**src/rtl/vga_timing_controller_if.sv**
```systemverilog
`default_nettype none
// ============================================================================
// Module   : vga_timing_controller_if
// Purpose  : Bundles the signals between the VGA timing controller, the
//            horizontal sync generator and the mode-control client.
// Ports    : master modport = controller side
//              in : LineEnd, mode_req, mode_sel
//              out: mode_ack, active_mode, PixelClock, hreset,
//                   SynchPulse, BackPorch, ActiveVideo, FrontPorch,
//                   vsync, vactive, yposition, FrameEnd
//            slave modport  = hsync generator / mode client side
// Revision : 1.0 - initial release
// ============================================================================
interface vga_timing_controller_if #(
    parameter int XRES = 10,
    parameter int YRES = 10
) ();
    logic            LineEnd;
    logic            mode_req;
    logic            mode_sel;
    logic            mode_ack;
    logic            active_mode;
    logic            PixelClock;
    logic            hreset;
    logic [XRES-1:0] SynchPulse;
    logic [XRES-1:0] BackPorch;
    logic [XRES-1:0] ActiveVideo;
    logic [XRES-1:0] FrontPorch;
    logic            vsync;
    logic            vactive;
    logic [YRES-1:0] yposition;
    logic            FrameEnd;

    modport master (
        input  LineEnd, mode_req, mode_sel,
        output mode_ack, active_mode, PixelClock, hreset,
               SynchPulse, BackPorch, ActiveVideo, FrontPorch,
               vsync, vactive, yposition, FrameEnd
    );

    modport slave (
        output LineEnd, mode_req, mode_sel,
        input  mode_ack, active_mode, PixelClock, hreset,
               SynchPulse, BackPorch, ActiveVideo, FrontPorch,
               vsync, vactive, yposition, FrameEnd
    );
endinterface
`default_nettype wire

```
**src/rtl/vga_timing_controller.sv**
```systemverilog
`default_nettype none
// ============================================================================
// Module   : vga_timing_controller
// Purpose  : Drives the horizontal sync generator (pixel clock, config,
//            reset), runs the vertical timing FSM from LineEnd pulses and
//            switches between two timing modes only at frame boundaries.
// Ports    : clock - system clock
//            reset - asynchronous active-low reset
//            bus   - vga_timing_controller_if.master (LineEnd, mode req/ack,
//                    PixelClock, hreset, horizontal config, vsync, vactive,
//                    yposition, FrameEnd)
// Revision : 1.0 - initial release
// ============================================================================
module vga_timing_controller #(
    parameter int CLKDIV = 4,
    parameter int XRES   = 10,
    parameter int YRES   = 10,
    parameter int M0_HSP = 96,
    parameter int M0_HBP = 48,
    parameter int M0_HAV = 640,
    parameter int M0_HFP = 16,
    parameter int M0_VSP = 2,
    parameter int M0_VBP = 33,
    parameter int M0_VAV = 480,
    parameter int M0_VFP = 10,
    parameter int M1_HSP = 3,
    parameter int M1_HBP = 4,
    parameter int M1_HAV = 6,
    parameter int M1_HFP = 2,
    parameter int M1_VSP = 2,
    parameter int M1_VBP = 3,
    parameter int M1_VAV = 4,
    parameter int M1_VFP = 1
) (
    input  logic                   clock,
    input  logic                   reset,
    vga_timing_controller_if.master bus
);
    localparam int              HALF     = CLKDIV / 2;
    localparam int              DIVW     = (HALF > 1) ? $clog2(HALF) : 1;
    localparam logic [DIVW-1:0] DIV_LAST = DIVW'(HALF - 1);

    typedef enum logic [1:0] {
        V_SYNC   = 2'd0,
        V_BACK   = 2'd1,
        V_ACTIVE = 2'd2,
        V_FRONT  = 2'd3
    } vstate_t;

    vstate_t         state, state_next;
    logic [YRES-1:0] ycount, ycount_next;
    logic [YRES-1:0] seg_len, seg_last;
    logic            frame_wrap;
    logic            switch_now;
    logic            new_mode;

    logic [DIVW-1:0] div_cnt;
    logic            pclk;
    logic            hreset_q;
    logic            hreset_hold;
    logic            mode;
    logic            pending;
    logic            pend_mode;
    logic [XRES-1:0] hsp, hbp, hav, hfp;
    logic            vsync_q, vactive_q, frame_end_q, ack_q;
    logic [YRES-1:0] ypos_q;

    // Vertical FSM: next state and segment bookkeeping
    always_comb begin
        seg_len     = '0;
        state_next  = state;
        ycount_next = ycount;
        frame_wrap  = 1'b0;
        case (state)
            V_SYNC:   seg_len = mode ? YRES'(M1_VSP) : YRES'(M0_VSP);
            V_BACK:   seg_len = mode ? YRES'(M1_VBP) : YRES'(M0_VBP);
            V_ACTIVE: seg_len = mode ? YRES'(M1_VAV) : YRES'(M0_VAV);
            V_FRONT:  seg_len = mode ? YRES'(M1_VFP) : YRES'(M0_VFP);
            default:  seg_len = '0;
        endcase
        // A zero-length segment still occupies one line so no state is skipped
        seg_last = (seg_len == '0) ? '0 : seg_len - YRES'(1);
        if (bus.LineEnd) begin
            if (ycount == seg_last) begin
                ycount_next = '0;
                case (state)
                    V_SYNC:   state_next = V_BACK;
                    V_BACK:   state_next = V_ACTIVE;
                    V_ACTIVE: state_next = V_FRONT;
                    V_FRONT: begin
                        state_next = V_SYNC;
                        frame_wrap = 1'b1;
                    end
                    default:  state_next = V_SYNC;
                endcase
            end else begin
                ycount_next = ycount + YRES'(1);
            end
        end
    end

    // A request arriving on the wrap edge itself wins over any older one
    assign switch_now = frame_wrap & (pending | bus.mode_req);
    assign new_mode   = bus.mode_req ? bus.mode_sel : pend_mode;

    always_ff @(posedge clock or negedge reset) begin
        if (!reset) begin
            state  <= V_SYNC;
            ycount <= '0;
        end else begin
            state  <= state_next;
            ycount <= ycount_next;
        end
    end

    always_ff @(posedge clock or negedge reset) begin
        if (!reset) begin
            div_cnt     <= '0;
            pclk        <= 1'b0;
            hreset_q    <= 1'b1;
            hreset_hold <= 1'b1;
            mode        <= 1'b0;
            pending     <= 1'b0;
            pend_mode   <= 1'b0;
            hsp         <= XRES'(M0_HSP);
            hbp         <= XRES'(M0_HBP);
            hav         <= XRES'(M0_HAV);
            hfp         <= XRES'(M0_HFP);
            vsync_q     <= 1'b0;
            vactive_q   <= 1'b0;
            ypos_q      <= '0;
            frame_end_q <= 1'b0;
            ack_q       <= 1'b0;
        end else begin
            // Free-running divider, independent of mode changes
            if (div_cnt == DIV_LAST) begin
                div_cnt <= '0;
                pclk    <= ~pclk;
            end else begin
                div_cnt <= div_cnt + DIVW'(1);
            end

            // hreset covers the current clock plus one more after a trigger
            if (switch_now) begin
                hreset_q    <= 1'b1;
                hreset_hold <= 1'b1;
            end else if (hreset_hold) begin
                hreset_q    <= 1'b1;
                hreset_hold <= 1'b0;
            end else begin
                hreset_q    <= 1'b0;
            end

            if (switch_now) begin
                mode    <= new_mode;
                pending <= 1'b0;
                hsp     <= new_mode ? XRES'(M1_HSP) : XRES'(M0_HSP);
                hbp     <= new_mode ? XRES'(M1_HBP) : XRES'(M0_HBP);
                hav     <= new_mode ? XRES'(M1_HAV) : XRES'(M0_HAV);
                hfp     <= new_mode ? XRES'(M1_HFP) : XRES'(M0_HFP);
            end else if (bus.mode_req) begin
                pending   <= 1'b1;
                pend_mode <= bus.mode_sel;
            end

            vsync_q     <= (state_next != V_SYNC);
            vactive_q   <= (state_next == V_ACTIVE);
            ypos_q      <= (state_next == V_ACTIVE) ? ycount_next : '0;
            frame_end_q <= frame_wrap;
            ack_q       <= switch_now;
        end
    end

    assign bus.PixelClock  = pclk;
    assign bus.hreset      = hreset_q;
    assign bus.active_mode = mode;
    assign bus.mode_ack    = ack_q;
    assign bus.SynchPulse  = hsp;
    assign bus.BackPorch   = hbp;
    assign bus.ActiveVideo = hav;
    assign bus.FrontPorch  = hfp;
    assign bus.vsync       = vsync_q;
    assign bus.vactive     = vactive_q;
    assign bus.yposition   = ypos_q;
    assign bus.FrameEnd    = frame_end_q;
endmodule
`default_nettype wire

```
**src/flat_wrapper.sv**
```systemverilog
// flat-port wrapper written by rule: the top's interface ports become plain ports
module vga_timing_controller_flat 
#(
    parameter int CLKDIV = 4,
    parameter int XRES   = 10,
    parameter int YRES   = 10,
    parameter int M0_HSP = 96,
    parameter int M0_HBP = 48,
    parameter int M0_HAV = 640,
    parameter int M0_HFP = 16,
    parameter int M0_VSP = 2,
    parameter int M0_VBP = 33,
    parameter int M0_VAV = 480,
    parameter int M0_VFP = 10,
    parameter int M1_HSP = 3,
    parameter int M1_HBP = 4,
    parameter int M1_HAV = 6,
    parameter int M1_HFP = 2,
    parameter int M1_VSP = 2,
    parameter int M1_VBP = 3,
    parameter int M1_VAV = 4,
    parameter int M1_VFP = 1
)
  (clock, reset, bus_LineEnd, bus_mode_req, bus_mode_sel, bus_mode_ack, bus_active_mode, bus_PixelClock, bus_hreset, bus_SynchPulse, bus_BackPorch, bus_ActiveVideo, bus_FrontPorch, bus_vsync, bus_vactive, bus_yposition, bus_FrameEnd);
  vga_timing_controller_if #(.XRES(XRES), .YRES(YRES)) bus_i ();
  input  logic clock;
  input  logic reset;
  input wire logic [$bits(bus_i.LineEnd)-1:0] bus_LineEnd;
  input wire logic [$bits(bus_i.mode_req)-1:0] bus_mode_req;
  input wire logic [$bits(bus_i.mode_sel)-1:0] bus_mode_sel;
  output wire logic [$bits(bus_i.mode_ack)-1:0] bus_mode_ack;
  output wire logic [$bits(bus_i.active_mode)-1:0] bus_active_mode;
  output wire logic [$bits(bus_i.PixelClock)-1:0] bus_PixelClock;
  output wire logic [$bits(bus_i.hreset)-1:0] bus_hreset;
  output wire logic [$bits(bus_i.SynchPulse)-1:0] bus_SynchPulse;
  output wire logic [$bits(bus_i.BackPorch)-1:0] bus_BackPorch;
  output wire logic [$bits(bus_i.ActiveVideo)-1:0] bus_ActiveVideo;
  output wire logic [$bits(bus_i.FrontPorch)-1:0] bus_FrontPorch;
  output wire logic [$bits(bus_i.vsync)-1:0] bus_vsync;
  output wire logic [$bits(bus_i.vactive)-1:0] bus_vactive;
  output wire logic [$bits(bus_i.yposition)-1:0] bus_yposition;
  output wire logic [$bits(bus_i.FrameEnd)-1:0] bus_FrameEnd;
  assign bus_i.LineEnd = bus_LineEnd;
  assign bus_i.mode_req = bus_mode_req;
  assign bus_i.mode_sel = bus_mode_sel;
  assign bus_mode_ack = bus_i.mode_ack;
  assign bus_active_mode = bus_i.active_mode;
  assign bus_PixelClock = bus_i.PixelClock;
  assign bus_hreset = bus_i.hreset;
  assign bus_SynchPulse = bus_i.SynchPulse;
  assign bus_BackPorch = bus_i.BackPorch;
  assign bus_ActiveVideo = bus_i.ActiveVideo;
  assign bus_FrontPorch = bus_i.FrontPorch;
  assign bus_vsync = bus_i.vsync;
  assign bus_vactive = bus_i.vactive;
  assign bus_yposition = bus_i.yposition;
  assign bus_FrameEnd = bus_i.FrameEnd;
  vga_timing_controller #(.CLKDIV(CLKDIV), .XRES(XRES), .YRES(YRES), .M0_HSP(M0_HSP), .M0_HBP(M0_HBP), .M0_HAV(M0_HAV), .M0_HFP(M0_HFP), .M0_VSP(M0_VSP), .M0_VBP(M0_VBP), .M0_VAV(M0_VAV), .M0_VFP(M0_VFP), .M1_HSP(M1_HSP), .M1_HBP(M1_HBP), .M1_HAV(M1_HAV), .M1_HFP(M1_HFP), .M1_VSP(M1_VSP), .M1_VBP(M1_VBP), .M1_VAV(M1_VAV), .M1_VFP(M1_VFP)) u_core (.clock(clock), .reset(reset), .bus(bus_i));
endmodule
```
**config.mk**
```make
export PLATFORM = sky130hd
export DESIGN_NAME = vga_timing_controller_flat
export DESIGN_NICKNAME = d
export VERILOG_FILES = /design/src/rtl/vga_timing_controller_if.sv /design/src/rtl/vga_timing_controller.sv /design/src/flat_wrapper.sv
export SDC_FILE = /design/constraint.sdc
export NUM_CORES = 1
export LEC_CHECK = 0
export ABC_AREA = 1
export CORE_ASPECT_RATIO = 1.2
export CORE_UTILIZATION = 48
export CTS_BUF_LIST = sky130_fd_sc_hd__clkbuf_16
export DETAILED_ROUTE_END_ITERATION = 8
export MAX_ROUTING_LAYER = met4
export PLACE_DENSITY = 0.84
export SLEW_MARGIN = 20
export SYNTH_ARGS = -nofsm -noshare
export SYNTH_HDL_FRONTEND = slang
export SYNTH_SLANG_ARGS = --single-unit
export TNS_END_PERCENT = 50
```
**constraint.sdc**
```tcl
create_clock -name clock -period 3.5 [get_ports clock]
set_input_delay 0.875 -clock clock [delete_from_list [all_inputs] [get_ports clock]]
set_output_delay 0.875 -clock clock [all_outputs]
set_load 0.02 [all_outputs]
```
==> results of run 1 <==
cell type report:
class	instances	area, µm²	area share
multi-input cells	180	952	0.376
flip-flops and latches	34	855	0.338
repair buffers	36	355	0.140
inverters	42	158	0.0623
clock buffers	5	125	0.0494
well taps	56	70.1	0.0277
clock inverters	3	16.3	0.00643
synth_stat cells:
cell and instances:
conb_1 1, a21oi_2 2, nand4_1 4, nor2_1 14
dfrtp_1 31, nand3b_1 4, xnor2_1 2, nor2_4 4
buf_6 2, a31oi_1 1, nand3_4 1, inv_1 41
o21ai_1 2, dfstp_2 3, ha_1 6, nor3_1 2
inv_2 1, nand2_1 58, nand2_2 9, o22ai_1 1
nand3_2 3, xor2_1 4, a21oi_1 2, nand3_1 17
buf_4 40, nor2_2 13, or2_2 2, o21ai_0 2
cell families after synthesis:
logic type / count (synthesis) / share of synthesized area
buffers and inverters: 84 / 0.219
flip-flops: 34 / 0.390
AO/OA/AOI/OAI: 10 / 0.0274
other: 1 / 0.00171
adder cells (fa/ha/maj): 6 / 0.0343
XOR/XNOR: 6 / 0.0240
AND/OR/NAND/NOR: 131 / 0.303
state kept, by name (all words and copies together), names as in the netlist:
| signal | count |
|---|---|
| u_core.bus.vsync | 1 |
| u_core.bus.PixelClock | 1 |
| u_core.ycount | 10 |
| u_core.bus.yposition | 10 |
| u_core.state | 2 |
| u_core.pend_mode | 1 |
| u_core.bus.vactive | 1 |
| u_core.bus.mode_ack | 1 |
| u_core.bus.FrameEnd | 1 |
| u_core.bus.BackPorch | 1 |
| u_core.div_cnt | 1 |
| u_core.bus.hreset | 1 |
| u_core.pending | 1 |
| u_core.hreset_hold | 1 |
| u_core.bus.FrontPorch | 1 |
final timing paths:
| kind | cells past startpoint | startpoint | slack (ns) | to |
|---|---|---|---|---|
| setup / recovery | 19 | u_core.state[1] | 0.59 | u_core.bus.yposition[9] |
| hold / removal | 1 | u_core.div_cnt | 0.43 | u_core.div_cnt |
| setup reg to reg | 19 | u_core.state[1] | 0.59 | u_core.bus.yposition[9] |
| hold reg to reg | 1 | u_core.div_cnt | 0.43 | u_core.div_cnt |
| max in group asynchronous | 2 | reset | 2.16 | u_core.bus.hreset |
| min in group asynchronous | 2 | reset | 1.01 | u_core.bus.yposition[2] |
metal layers:
layer	share of wire	vias up
li1	-	820
met5	0	-
met1	0.44	760
met3	0.048	6
met4	0.017	0
met2	0.49	64
through the flow:
stage | instances | hold WS [ns]
floorplan | 298 | 0.413
finish | 356 | 0.432
detailed placement | 348 | 0.432
global placement | 348 | 0.425
global route | 356 | 0.450
CTS | 356 | 0.441
report_power, final:
part,internal [mW],switching [mW]
sequential,0.440,0.0475
combinational,0.0978,0.203
clock,0.259,0.160
==> impl_metrics.toml, run 1 <==
[run_status]
status = "finished, final reports clean"

[power]
leakagePower_nw = 1.28
power.density_nw_per_um2 = 477
total_power_mw = 1.21
peakVddDrop_mv = 0.441

[final_layout]
antenna_cells = 0
mostFrequentLayoutCell = "nand2_1"
final_cell_area_um2 = 2530
final_util = 0.585
fillerInstances = 415
drive_gt1_frac = 0.157
final_cell_mix = "nand2_1, inv_1, clkdlybuf4s50_1"
nets = 310
area_growth_pct = 15.6

[clock_network]
post_cts_resized = 0
htree_levels = 2
clkLatencyLatePin_ns = 0.28
holdBufCountCts = 0
root_buffer = "clkbuf_16"
clkTransAtPathRegs_ns = 0.05
tritoncts = "done"
cts_max_path_buffers = 2
cts_buffers = 5
clock-sinks = 34
post_cts_buffers = 0

[floorplan]
start_util = 0.506
die_area_um2 = 4840
rows = 26
die_w_um = 63.7
coreArea_um2 = 4330
die_h_um = 76.0
ios = 62

[worst_setup_path]
required_ns = 3.66
worst-path-max-fanout = 13
crit_top_cell = "nand2_2"
cp-start-kind = "flip-flop"
critPathMaxStageDelay_ns = 0.43
end_kind = "flip-flop"
path_class = "reg -> reg"
crit_buf_inv = 3
critPathSlowestCell = "dfrtp_1"
crit_path_cell_trace = "inv_1 -> ha_1 -> inv_1 -> nand3_2 -> inv_1 -> ha_1 -> nand2_1 -> a21oi_2 -> nand2_2 -> nand3_1 -> nand2_1 -> nor2_1 -> nand2_1 -> nor2_4 -> nand3_4 -> nand2_2 -> nand2_2 -> nand2_2 -> nor2_1"
cp_top_family = "simple AND/OR/NAND/NOR gates"
cp.arrival_ns = 3.06

[synth]
syn_area_um2 = 2190
synth_area_leader_cell = "dfrtp_1"
seq_area_frac_synth = 0.390
netlist_instances = 272
ys_types = 28
yosysWarnings = 0
post-synth-top-area-fraction = 0.354
syn-mean-instance-area_um2 = 8.05
ys_seq_elements = 34
synthTopCellsByArea = "dfrtp_1, buf_4, nand2_1, inv_1, nand3_1"

[timing]
finalMaxSlewViolations = 0
finalSetupViolCount = 0
fmax_ghz = 0.344
clock_skew_ns = 0.00539
min_period_over_period = 0.831
finalHoldViolCount = 0
rsz0062_at_grt = "no"
post-route-min-period_ns = 2.91
finalSetupTns_ns = 0
worst_slack_ns = 0.590

[placed_design]
routabilityCongestion = 0.921
port_buffers = 34
place_area_um2 = 2390
place_ws_ns = 0.576
hpwl_um = 3000

[routing]
dr.pass1.iters = 4
drt_wl_total_um = 3840
ant_nets = 0
first_iter_violations = 90
wl_per_cell_um = 10.8
drc = 0
routed_via_density = 4.63
dr_total_vias = 1650

[global_route]
use_met1 = 0.229
grt-ovfl-total = 0
grt_use_met2 = 0.269
grt_start_max_net_pins = 35
grt_pass1_wl_um = 6580
antenna_found_initial = 0
grt_usage = 0.182
busiest_layer = "met2"
grt_pass1_vias = 1475
use_met3 = 0.0494

[job]
max-cap-violations = 0

[min_path]
hp-class = "reg -> reg"
Note: power is estimated with default switching activity, not from simulation.
==> inputs of run 2 (changes only) <==
--- a/config.mk
+++ b/config.mk
@@ -7,11 +7,11 @@
 export LEC_CHECK = 0
 export ABC_AREA = 1
 export CORE_ASPECT_RATIO = 1.2
-export CORE_UTILIZATION = 48
+export CORE_UTILIZATION = 43
 export CTS_BUF_LIST = sky130_fd_sc_hd__clkbuf_16
 export DETAILED_ROUTE_END_ITERATION = 8
 export MAX_ROUTING_LAYER = met4
-export PLACE_DENSITY = 0.84
+export PLACE_DENSITY = 0.8
 export SLEW_MARGIN = 20
 export SYNTH_ARGS = -nofsm -noshare
 export SYNTH_HDL_FRONTEND = slang
==> constraint.sdc (replaced) <==
create_clock -name clock -period 2.4 [get_ports clock]
set_input_delay 0.6 -clock clock [delete_from_list [all_inputs] [get_ports clock]]
set_output_delay 0.6 -clock clock [all_outputs]
set_load 0.02 [all_outputs]
==> run 2 against run 1 <==
  * The flow now finishes with violations (negative setup slack)
  * Flip-flop and latch count unchanged
  * Total power increased by 54%
  * Combinational power is 84% higher
  * Non-clock buffer count grew 36
  * Critical endpoint is now u_core.bus.yposition[1]
  * First-iteration DRC count down 47%
  * Clock-buffer cell count did not move
  * Worst setup slack lost 0.92 ns
  * Sequential power up 46%
==> impl_metrics.toml, run 2 (synthesized netlist as in run 1, its figures left out) <==
[worst_setup_path]
path_class = "reg -> reg"
end_kind = "flip-flop"
reg2reg_depth = 19
worst-path-max-fanout = 7
r2r-start = "u_core.state[0]"
cp-start-kind = "flip-flop"
reg2reg_slack_ns = -0.33
required_ns = 2.61
worstReg2RegEnd = "u_core.bus.yposition[1]"
cp.arrival_ns = 2.95

[clock_network]
cts_max_path_buffers = 2
tritoncts = "done"
holdBufCountCts = 0
clock-sinks = 34
htree_levels = 2
cts_buffers = 5
clkLatencyLatePin_ns = 0.28
root_buffer = "clkbuf_16"
clkTransAtPathRegs_ns = 0.05

[job]
max-cap-violations = 0

[timing]
finalHoldViolCount = 0
worst_slack_ns = -0.333
post-route-min-period_ns = 2.73
clock_skew_ns = 0.00271
min_period_over_period = 1.14
finalSetupViolCount = 31
rsz0062_at_grt = "yes"
fmax_ghz = 0.366
finalMaxSlewViolations = 0

[floorplan]
start_util = 0.446
die_w_um = 67.1
ios = 62
die_h_um = 80.2
rows = 28
coreArea_um2 = 4900
die_area_um2 = 5380

[power]
cellInternalPower_mw = 1.21
leakagePower_nw = 1.55
total_power_mw = 1.86
peakVddDrop_mv = 0.444
switching_power_mw = 0.653
power.density_nw_per_um2 = 589
p_sw_frac = 0.351
p_clk_frac = 0.320
p_comb_frac = 0.298
p_seq_frac = 0.382

[global_route]
grt_usage = 0.203
grt_pass1_wl_um = 7680
grt_pass1_vias = 1723
grt-ovfl-total = 0
grt_start_max_net_pins = 35
antenna_found_initial = 0

[routing]
dr_total_vias = 1831
wl_per_cell_um = 12.8
dr.pass1.iters = 4
drc = 0
drt_wl_total_um = 5090
ant_nets = 0
first_iter_violations = 48
routed_via_density = 4.61

[final_layout]
final_cell_mix = "nand2_1, inv_1, clkdlybuf4s50_1"
drive_gt1_frac = 0.374
mostFrequentLayoutCell = "nand2_1"
fillerInstances = 402
area_growth_pct = 44.1
antenna_cells = 0
nets = 347
final_util = 0.643

[placed_design]
hpwl_um = 3220
port_buffers = 34
routabilityCongestion = 0.967

[run_status]
status = "finished with violations"
violations = "negative setup slack"

[min_path]
hold_depth = 1
hp-start = "u_core.div_cnt"
hp-class = "reg -> reg"
hold_path_end = "u_core.div_cnt"
run 2: cell count changes in the layout (fill, tap and decap cells not counted), sizes merged:
cell      previous run  this run
clkinvlp             1         0
buf                  2        38
nand2               67        68
inv                 42        43
run 2: through the flow:
stage / hold slack (ns) / cell area (µm²) / TNS, ns / instances / setup WS (ns)
detailed placement: 0.430 / 2580 / -5.49 / 373 / -0.286
global placement: 0.425 / 2580 / -3.72 / 373 / -0.220
finish: 0.433 / 3160 / -5.35 / 397 / -0.333
CTS: 0.436 / 2980 / -4.25 / 393 / -0.243
global route: 0.461 / 3160 / -9.39 / 397 / -0.461
floorplan: 0.304 / 2300 / -0.653 / 298 / -0.0725
run 2: final cells by class:
type | count | area [µm²] | share of cell area
Clock buffer | 5 | 125 | 0.0397
Clock inverter | 3 | 12.5 | 0.00397
Inverter | 42 | 160 | 0.0508
Multi-Input combinational cell | 181 | 1250 | 0.396
Sequential cell | 34 | 858 | 0.272
Tap cell | 60 | 75.1 | 0.0238
Timing Repair Buffer | 72 | 674 | 0.214
run 2: per-layer routing:
layer,share of wire,global-route usage,vias to the layer above
met5,0,-,-
met2,0.55,0.363,77
met3,0.046,0.0341,16
met4,0.036,0.109,0
met1,0.37,0.205,852
li1,-,-,886
run 2: critical path: stages, from the launching register on:
cell	delay, ns
dfrtp_2	0.44
inv_2	0.08
ha_4	0.17
inv_2	0.07
nand3_4	0.07
inv_2	0.07
ha_4	0.15
nand2_4	0.06
a21oi_4	0.19
nand2_4	0.12
buf_6	0.13
nand4_1	0.15
nand2_2	0.10
nor2_4	0.15
nand4_1	0.16
nand2_2	0.14
nand2_4	0.08
buf_12	0.13
buf_12	0.14
nor2_4	0.07
run 2: how the worst max path moves through the flow:
| stage | start | to | cells after the start |
|---|---|---|---|
| after global placement | u_core.state[0] | u_core.bus.yposition[1] | 19 |
| after floorplan | u_core.state[1] | u_core.bus.yposition[1] | 20 |
| after global routing | u_core.state[0] | u_core.bus.yposition[6] | 19 |
| after detailed placement | u_core.state[1] | u_core.bus.yposition[1] | 20 |
| after CTS | u_core.state[1] | u_core.bus.yposition[0] | 19 |
| final | u_core.state[0] | u_core.bus.yposition[1] | 19 |
run 2: power by group through the flow:
stage	Combinational, mW	Sequential (mW)	Clock, mW
floorplan	0.390	0.701	0
global placement	0.452	0.715	0
detailed placement	0.454	0.717	0
CTS	0.500	0.708	0.609
global route	0.621	0.721	0.627
finish	0.554	0.711	0.596
run 2: what timing repair did:
action	4_1_cts	5_1_grt
cloned	2	0
buffers inserted	10	5
gates resized for setup	33	37
hold endpoints to repair	0	0
pin swaps	22	13
setup endpoints to repair	31	32
